## src/rtl/fetch_controller_pkg.sv

```systemverilog
// Shared definitions for the fetch controller: state encoding and
// default widths of the program store interface.
package fetch_controller_pkg;

    // Default program store geometry and instruction width
    localparam int DEFAULT_ADDRESS_WIDTH      = 8;
    localparam int DEFAULT_PROGRAM_DATA_WIDTH = 17;

    // PC value used on reset and whenever fetching is (re)started
    localparam logic [DEFAULT_ADDRESS_WIDTH-1:0] DEFAULT_RESET_PC = 8'h00;

    // Controller state: idle, boot-time loading, or instruction fetch
    typedef enum logic [1:0] {
        ST_IDLE  = 2'd0,
        ST_LOAD  = 2'd1,
        ST_FETCH = 2'd2
    } state_t;

endpackage

```

## src/rtl/fetch_controller_pc.sv

```systemverilog
// Program counter register: asynchronous reset, explicit value load
// (start / jump redirect) and wrapping increment (sequential advance).
module fetch_pc_reg #(
    parameter int                        ADDRESS_WIDTH = 8,
    parameter logic [ADDRESS_WIDTH-1:0]  RESET_PC      = '0
) (
    input  logic                     clk,
    input  logic                     rst_n,
    input  logic                     i_set,
    input  logic [ADDRESS_WIDTH-1:0] i_setValue,
    input  logic                     i_incr,
    output logic [ADDRESS_WIDTH-1:0] o_pc
);

    logic [ADDRESS_WIDTH-1:0] r_pc;

    // A load takes precedence over increment; increment wraps naturally
    always_ff @(posedge clk or negedge rst_n) begin
        if (!rst_n) begin
            r_pc <= RESET_PC;
        end else if (i_set) begin
            r_pc <= i_setValue;
        end else if (i_incr) begin
            r_pc <= r_pc + ADDRESS_WIDTH'(1);
        end
    end

    assign o_pc = r_pc;

endmodule

```

## src/rtl/fetch_controller.sv

```systemverilog
// Fetch controller: owns the PC, shares the program store address bus
// between the boot loader and instruction fetch, and holds the IF/ID
// register feeding decode.
module fetch_controller
    import fetch_controller_pkg::*;
#(
    parameter int                        ADDRESS_WIDTH      = DEFAULT_ADDRESS_WIDTH,
    parameter int                        PROGRAM_DATA_WIDTH = DEFAULT_PROGRAM_DATA_WIDTH,
    parameter int                        NUM_ADDRESSES      = 2 ** ADDRESS_WIDTH,
    parameter logic [ADDRESS_WIDTH-1:0]  RESET_PC           = DEFAULT_RESET_PC
) (
    input  logic                          clk,
    input  logic                          rst_n,
    input  logic                          start,
    input  logic                          halt,
    input  logic                          load_req,
    input  logic                          load_valid,
    input  logic [PROGRAM_DATA_WIDTH-1:0] load_data,
    input  logic                          load_last,
    output logic                          load_ready,
    output logic                          load_done,
    output logic [ADDRESS_WIDTH-1:0]      mem_addr,
    output logic [PROGRAM_DATA_WIDTH-1:0] mem_wdata,
    output logic                          mem_we,
    input  logic [PROGRAM_DATA_WIDTH-1:0] mem_rdata,
    input  logic                          stall,
    input  logic                          redirect_valid,
    input  logic [ADDRESS_WIDTH-1:0]      redirect_pc,
    output logic [PROGRAM_DATA_WIDTH-1:0] instr,
    output logic [ADDRESS_WIDTH-1:0]      instr_pc,
    output logic                          instr_valid,
    output logic                          busy
);

    localparam logic [ADDRESS_WIDTH-1:0] LAST_ADDR = ADDRESS_WIDTH'(NUM_ADDRESSES - 1);

    state_t                          r_state;
    state_t                          w_nextState;
    logic [ADDRESS_WIDTH-1:0]        r_loadAddr;
    logic                            r_loadDone;
    logic [PROGRAM_DATA_WIDTH-1:0]   r_instr;
    logic [ADDRESS_WIDTH-1:0]        r_instrPc;
    logic                            r_instrValid;

    logic [ADDRESS_WIDTH-1:0]        w_pc;
    logic                            w_setPc;
    logic [ADDRESS_WIDTH-1:0]        w_setValue;
    logic                            w_incPc;
    logic                            w_loadAccept;
    logic                            w_loadExit;

    fetch_pc_reg #(
        .ADDRESS_WIDTH (ADDRESS_WIDTH),
        .RESET_PC      (RESET_PC)
    ) u_pcReg (
        .clk        (clk),
        .rst_n      (rst_n),
        .i_set      (w_setPc),
        .i_setValue (w_setValue),
        .i_incr     (w_incPc),
        .o_pc       (w_pc)
    );

    // State register
    always_ff @(posedge clk or negedge rst_n) begin
        if (!rst_n) begin
            r_state <= ST_IDLE;
        end else begin
            r_state <= w_nextState;
        end
    end

    // Next state, address/write mux and PC controls; halt > redirect > stall > advance in FETCH
    always_comb begin
        w_nextState  = r_state;
        load_ready   = 1'b0;
        mem_we       = 1'b0;
        mem_wdata    = '0;
        mem_addr     = w_pc;
        w_setPc      = 1'b0;
        w_setValue   = RESET_PC;
        w_incPc      = 1'b0;
        w_loadAccept = 1'b0;
        w_loadExit   = 1'b0;
        case (r_state)
            ST_IDLE: begin
                if (load_req) begin
                    w_nextState = ST_LOAD;
                end else if (start) begin
                    w_nextState = ST_FETCH;
                    w_setPc     = 1'b1;
                    w_setValue  = RESET_PC;
                end
            end
            ST_LOAD: begin
                load_ready = 1'b1;
                mem_we     = load_valid;
                mem_addr   = r_loadAddr;
                mem_wdata  = load_data;
                if (load_valid) begin
                    w_loadAccept = 1'b1;
                    if (load_last || (r_loadAddr == LAST_ADDR)) begin
                        w_loadExit  = 1'b1;
                        w_nextState = ST_IDLE;
                    end
                end
            end
            ST_FETCH: begin
                if (halt) begin
                    w_nextState = ST_IDLE;
                end else if (redirect_valid) begin
                    w_setPc    = 1'b1;
                    w_setValue = redirect_pc;
                end else if (!stall) begin
                    w_incPc = 1'b1;
                end
            end
            default: begin
                w_nextState = ST_IDLE;
            end
        endcase
    end

    // Loader write address: cleared on entry, stops at the last address instead of wrapping
    always_ff @(posedge clk or negedge rst_n) begin
        if (!rst_n) begin
            r_loadAddr <= '0;
        end else if ((r_state == ST_IDLE) && load_req) begin
            r_loadAddr <= '0;
        end else if (w_loadAccept && (r_loadAddr != LAST_ADDR)) begin
            r_loadAddr <= r_loadAddr + ADDRESS_WIDTH'(1);
        end
    end

    // One-cycle completion pulse in the cycle following the final accepted word
    always_ff @(posedge clk or negedge rst_n) begin
        if (!rst_n) begin
            r_loadDone <= 1'b0;
        end else begin
            r_loadDone <= w_loadExit;
        end
    end

    // IF/ID register: capture on advance, bubble on halt/redirect, hold on stall
    always_ff @(posedge clk or negedge rst_n) begin
        if (!rst_n) begin
            r_instr      <= '0;
            r_instrPc    <= '0;
            r_instrValid <= 1'b0;
        end else if (r_state == ST_FETCH) begin
            if (halt || redirect_valid) begin
                r_instrValid <= 1'b0;
            end else if (!stall) begin
                r_instr      <= mem_rdata;
                r_instrPc    <= w_pc;
                r_instrValid <= 1'b1;
            end
        end else begin
            r_instrValid <= 1'b0;
        end
    end

    assign instr       = r_instr;
    assign instr_pc    = r_instrPc;
    assign instr_valid = r_instrValid;
    assign load_done   = r_loadDone;
    assign busy        = (r_state != ST_IDLE);

endmodule

```

## config.mk

```make
export PLATFORM = sky130hd
export DESIGN_NAME = fetch_controller
export DESIGN_NICKNAME = d
export VERILOG_FILES = /design/src/rtl/fetch_controller_pkg.sv /design/src/rtl/fetch_controller_pc.sv /design/src/rtl/fetch_controller.sv
export SDC_FILE = /design/constraint.sdc
export NUM_CORES = 1
export LEC_CHECK = 0
export BUFFER_PORTS_ARGS = -buffer_cell sky130_fd_sc_hd__buf_2
export CAP_MARGIN = 20
export CELL_PAD_IN_SITES_DETAIL_PLACEMENT = 1
export CELL_PAD_IN_SITES_GLOBAL_PLACEMENT = 2
export CORE_UTILIZATION = 26
export DETAILED_ROUTE_END_ITERATION = 7
export HOLD_SLACK_MARGIN = 0.02
export PLACE_DENSITY_LB_ADDON = 0.1
export SLEW_MARGIN = 20
export SYNTH_ARGS = -nofsm -noshare
export SYNTH_HDL_FRONTEND = slang
export SYNTH_HIERARCHICAL = 1
export SYNTH_SLANG_ARGS = --single-unit
```

## constraint.sdc

```tcl
create_clock -name clk -period 2.7 [get_ports clk]
set_clock_uncertainty 0.2 [all_clocks]
set_input_delay 0.27 -clock clk [delete_from_list [all_inputs] [get_ports clk]]
set_output_delay 0.27 -clock clk [all_outputs]
set_load 0.01 [all_outputs]
```

==> Yosys cells after proc, flatten, opt, wreduce, memory -nomap -nowiden <==
Index checks and enable logic that the tools add are counted.
{ "totals": {"elab_cells": 64, "inputBits": 51, "out_inout_bits": 55, "reg_bits": 45} }
{ "classes": {"reduce_logical": 10, "bitwise_logic": 2, "n_addsub": 2, "n_eq_ne": 9, "mux": 34} }
{ "op_table": {"columns": ["op", "count"], "rows": [
  ["$mux 8", 8],
  ["$mux 1", 18],
  ["$mux 17", 1],
  ["$add 8x1->8 const B", 2],
  ["$mux 2", 5],
  ["$eq 8x8->1 const B", 1],
  ["$ne 8x8->1 const B", 1],
  ["$ne 2x2->1 const B", 3],
  ["$pmux 2 s3", 1],
  ["$reduce_bool 2->1", 3],
  ["$reduce_and 4->1", 1],
  ["$ne 3x2->1 const B", 1],
  ["$ne 3x3->1 const B", 1],
  ["$reduce_and 3->1", 1],
  ["$eq 2x1->1 const B", 1],
  ["$eq 2x2->1 const B", 1],
  ["$logic_and 1x1->1", 2],
  ["$logic_not 2->1", 1],
  ["$logic_or 1x1->1", 2],
  ["$not 1->1", 2],
  ["$pmux 1 s2", 1]
]} }

==> Logic depth before layout (Yosys ltp) <==
{ "depth": {"word_depth": 6, "depth_mapped": 8, "depth_no_buf": 5} }

==> By module <==
Netlist, hierarchy kept.
{ "modules_own_cells": {"columns": ["mod", "seq_area_each_um2", "cells_per_inst", "area_each_um2", "n_inst"], "rows": [
  ["fetch_controller", 925.9, 156, 1976.9, 1],
  ["fetch_pc_reg", 200.2, 49, 450.4, 1]
]} }

==> Worst setup path after synthesis <==
OpenSTA, ideal clock, no wires.
{ "synth_timing": {"kind": "register to register", "from": "register r_state[0]", "to": "register u_pcReg.r_pc[7], in the netlist u_pcReg/o_pc[7]", "setup_ns": 0.069, "slack_ns": 0.224, "arrival_time_ns": 2.207, "required_time_ns": 2.431, "stages_incl_launch_ff": 9, "path_buffers": 3, "synth_period_minus_slack_ns": 2.476, "cell_sequence": "dfrtp_1 > buf_6 > or4b_4 > nor2_8 > buf_12 > buf_4 > nand4_4 > or4_1 > nand3_1"} }
{ "synth_between": {"elab_chain_len": 3, "word_cells_on_any_way": 7, "classes_between": "1 x eq/ne; 4 x mux; 2 x reduce/logical"} }
{ "synth_lines": {"columns": ["element", "line", "source"], "rows": [
  ["from (decl)", "fetch_controller.sv:37", "state_t r_state;"],
  ["from (signal assigned)", "fetch_controller.sv:69", "r_state <= w_nextState;"],
  ["$eq 2x2->1", "fetch_controller.sv:85", "case (r_state)"],
  ["$mux 1", "fetch_controller.sv:85", null],
  ["via w_incPc", "fetch_controller.sv:48", "logic w_incPc;"],
  ["$reduce_bool 2->1 (no line)", null, null],
  ["to (signal assigned)", "fetch_controller_pc.sv:22", "r_pc <= i_setValue;"],
  ["to (signal assigned)", "fetch_controller_pc.sv:24", "r_pc <= r_pc + ADDRESS_WIDTH'(1);"],
  ["to (decl)", "fetch_controller_pc.sv:15", "logic [ADDRESS_WIDTH-1:0] r_pc;"]
]} }
The timed path passes the listed nets, and every way through them passes these cells.
A chain may end at the register's enable or synchronous reset.

==> Worst setup path in the final report <==
{ "layout_timing": {"from": "register r_state[0]", "to": "register u_pcReg.r_pc[7], in the netlist u_pcReg/o_pc[7]"} }
{ "layout_between": {"elab_chain_len": 3, "word_cells_on_any_way": 7, "classes_between": "1 x eq/ne; 4 x mux; 2 x reduce/logical"} }
{ "layout_lines": {"columns": ["element", "line"], "rows": [
  ["$eq 2x2->1 or $logic_not 2->1 (tied branches)", "fetch_controller.sv:85"],
  ["$pmux 1 s2, or another cell as far along", "fetch_controller.sv:85"],
  ["$mux 8 or $reduce_bool 2->1 (tied branches)", null]
]} }
Several ways; a longest one is shown, not always the timed one.

==> impl_metrics.ini <==
[flow_run]
cap_violations = 0

[global_routing]
grt.total_usage_pct = 13.8
overflow = 0
grt_first_pass_wirelength_um = 10500
grt_pass1_vias = 2017
grt_max_degree = 27
antenna_found_initial = 0

[die]
die-area_um2 = 9730
design.core.area_um2 = 8890
die_y_um = 98.6
pin_count = 106
rows = 34
start_util_pct = 27.3
die_w_um = 98.6

[min_path]
min_path_cells = 2
hold_class = in -> reg
worstHoldEndpoint = instr_valid
min-delay-start = stall

[detailed_routing]
via_per_inst = 4.48
wl_um = 6650
ant_nets = 0
drtIter0Drc = 26
wire_per_inst_um = 15.0
drc = 0
vias = 1982
dr.pass1.iters = 4

[worst_setup_path]
crit_type = reg -> reg
max_stage_delay_ns = 0.62
required_ns = 2.74
reg2reg_to = u_pcReg/o_pc[7]
cp_top_family = simple AND/OR/NAND/NOR gates
cp_max_fo = 12
crit_slowest_cell = or4b_4
rr_worst_depth = 5
r2r_start = r_state[0]
end_kind = register
worstSetupStartpointType = register
path_cells = or4b_4 -> nor2_8 -> nand4_4 -> or4_1 -> nand3_1
worstPathArrival_ns = 2.42
crit_buf_inv = 0
r2r_slack_ns = 0.32

[clock_tree]
clkLatencyLatePin_ns = 0.29
clock-sinks = 45
clk_pin_slew_worst_paths_ns = 0.09
ctsHtreeMaxLevel = 2
cts-root-buf = clkbuf_8
tritoncts = built
cts-buffers-inserted = 5
clk_path_buf_depth = 2
ctsResizeCount = 0

[finish]
num_antenna_cells = 0
layout_commonest_cell = buf_2
area_growth_pct = 38.5
final_nets = 386
nFillCells = 1031
final_cell_mix = 105 x buf_2, 45 x dfrtp_1, 27 x and2_1
drive_gt1_share_pct = 47.3

[sta]
setup-tns-final_ns = 0
post-route-worst-setup-slack_ns = 0.321
report.final.hold_viol_count = 0
min_period_over_period_pct = 88.1
finalMaxSlewViolations = 0
rsz0062_at_grt = no
relSlewSlack_pct = 60.2
worst_slew_pin_slew_ns = 0.597
max_freq_mhz = 420
setup_viol = 0
fin_crit_ns = 2.38

[synthesis]
synth.distinct_cells = 42
synth_ff_type = dfrtp_1
async_flop_share_pct = 100
netlist_area_um2 = 2430
yosysWarnings = 6
synth_top_area_cell = dfrtp_1
synth_top_cell_area_share_pct = 46.4
synth_area_leaders = dfrtp_1 46%, mux2_4 12%, and2_1 7.0%, mux2_2 7.0%, nand2_1 2.6%
syn_inst = 205
synth_edf_count = 0
synth_fp_nets = 258
syn-mean-instance-area_um2 = 11.8
ys_seq_area_share_pct = 46.4
synth-seq-cells = 45

[power]
power.density_nw_per_um2 = 585
power_mw = 1.96
vdd_drop_max_mv = 0.240
leakage_nw = 1.77

[placed_design]
port_buffers = 105
dpl.hpwl_um = 5010
gp_congestion = 0.701
pre_cts_slack_ns = 0.320

[status]
status = finished, final reports clean
## layout make-up
class	instances	area, µm²	share of cell area (%)
clock buffer	6	72.6	2.16
clock inverter	2	38.8	1.15
inverter	3	11.3	0.335
multi-input combinational	147	1210	36.0
sequential	45	1130	33.5
tap	108	135	4.02
timing repair buffer	131	768	22.9
## worst max path at each step
stage / to / depth (start not counted) / startpoint / slack, ns
finish: u_pcReg/o_pc[7] / 5 / r_state[0] / 0.32
detailed placement: u_pcReg/o_pc[7] / 5 / r_state[0] / 0.32
CTS: u_pcReg/o_pc[7] / 5 / r_state[0] / 0.30
global route: u_pcReg/o_pc[7] / 5 / r_state[0] / 0.24
floorplan: u_pcReg/o_pc[7] / 8 / r_state[0] / 0.22
global placement: u_pcReg/o_pc[7] / 5 / r_state[0] / 0.38
## cell usage after synthesis (all sizes together) (2+ instances only)
library cell,instances
o21bai,2
nand2,17
and2,27
mux2i,6
nor2b,4
inv,3
buf,4
o21ai,9
or4,3
nand4,5
nor2,4
xor2,3
dfrtp,45
mux2,34
clkbuf,6
nor4,2
ha,2
nand3,7
nand2b,5
## sequential cells by signal, summed over array words and instances, names as in the netlist
| signal | cells |
|---|---|
| load_done | 1 |
| u_pcReg/o_pc | 8 |
| instr_pc | 8 |
| instr | 17 |
| r_loadAddr | 8 |
| instr_valid | 1 |
| r_state | 2 |
## through the flow
stage          utilization [%]  cells  hold WS, ns  area [µm²]
2_1_floorplan                -    205       -0.226        2430
3_3_place_gp              34.4    415        0.116        3060
3_5_place_dp              34.4    415        0.122        3060
4_1_cts                   37.8    442       0.0329        3360
5_1_grt                   37.8    442       0.0458        3360
6_report                  37.8    442       0.0407        3360
## metal layers
layer	share of wire (%)	vias to the layer above	global-route usage [%]
li1	-	980	-
met1	49	956	18.6
met2	48	42	22.9
met3	2.9	4	2.41
met4	0.74	0	3.44
met5	0	-	0
## logic make-up after synthesis
family          share of synthesized area, %
mux                                     21.2
buf+inv                                 3.81
flops                                   46.4
compound gates                          4.64
xor+xnor                                1.44
simple gates                            21.5
fa+ha+maj                               1.03
## where the power goes
part | total, mW | switching [mW] | internal [mW] | leakage [nW]
combinational | 0.579 | 0.274 | 0.304 | 1.10
clock | 0.519 | 0.240 | 0.278 | 0.0554
sequential | 0.867 | 0.101 | 0.767 | 0.612
## repair_timing
| item | CTS | global route |
|---|---|---|
| setup buffers | 0 | 0 |
| hold buffers | 19 | 0 |
| endpoints found under the hold margin | 41 | 0 |
(Power assumes the default switching activity.)
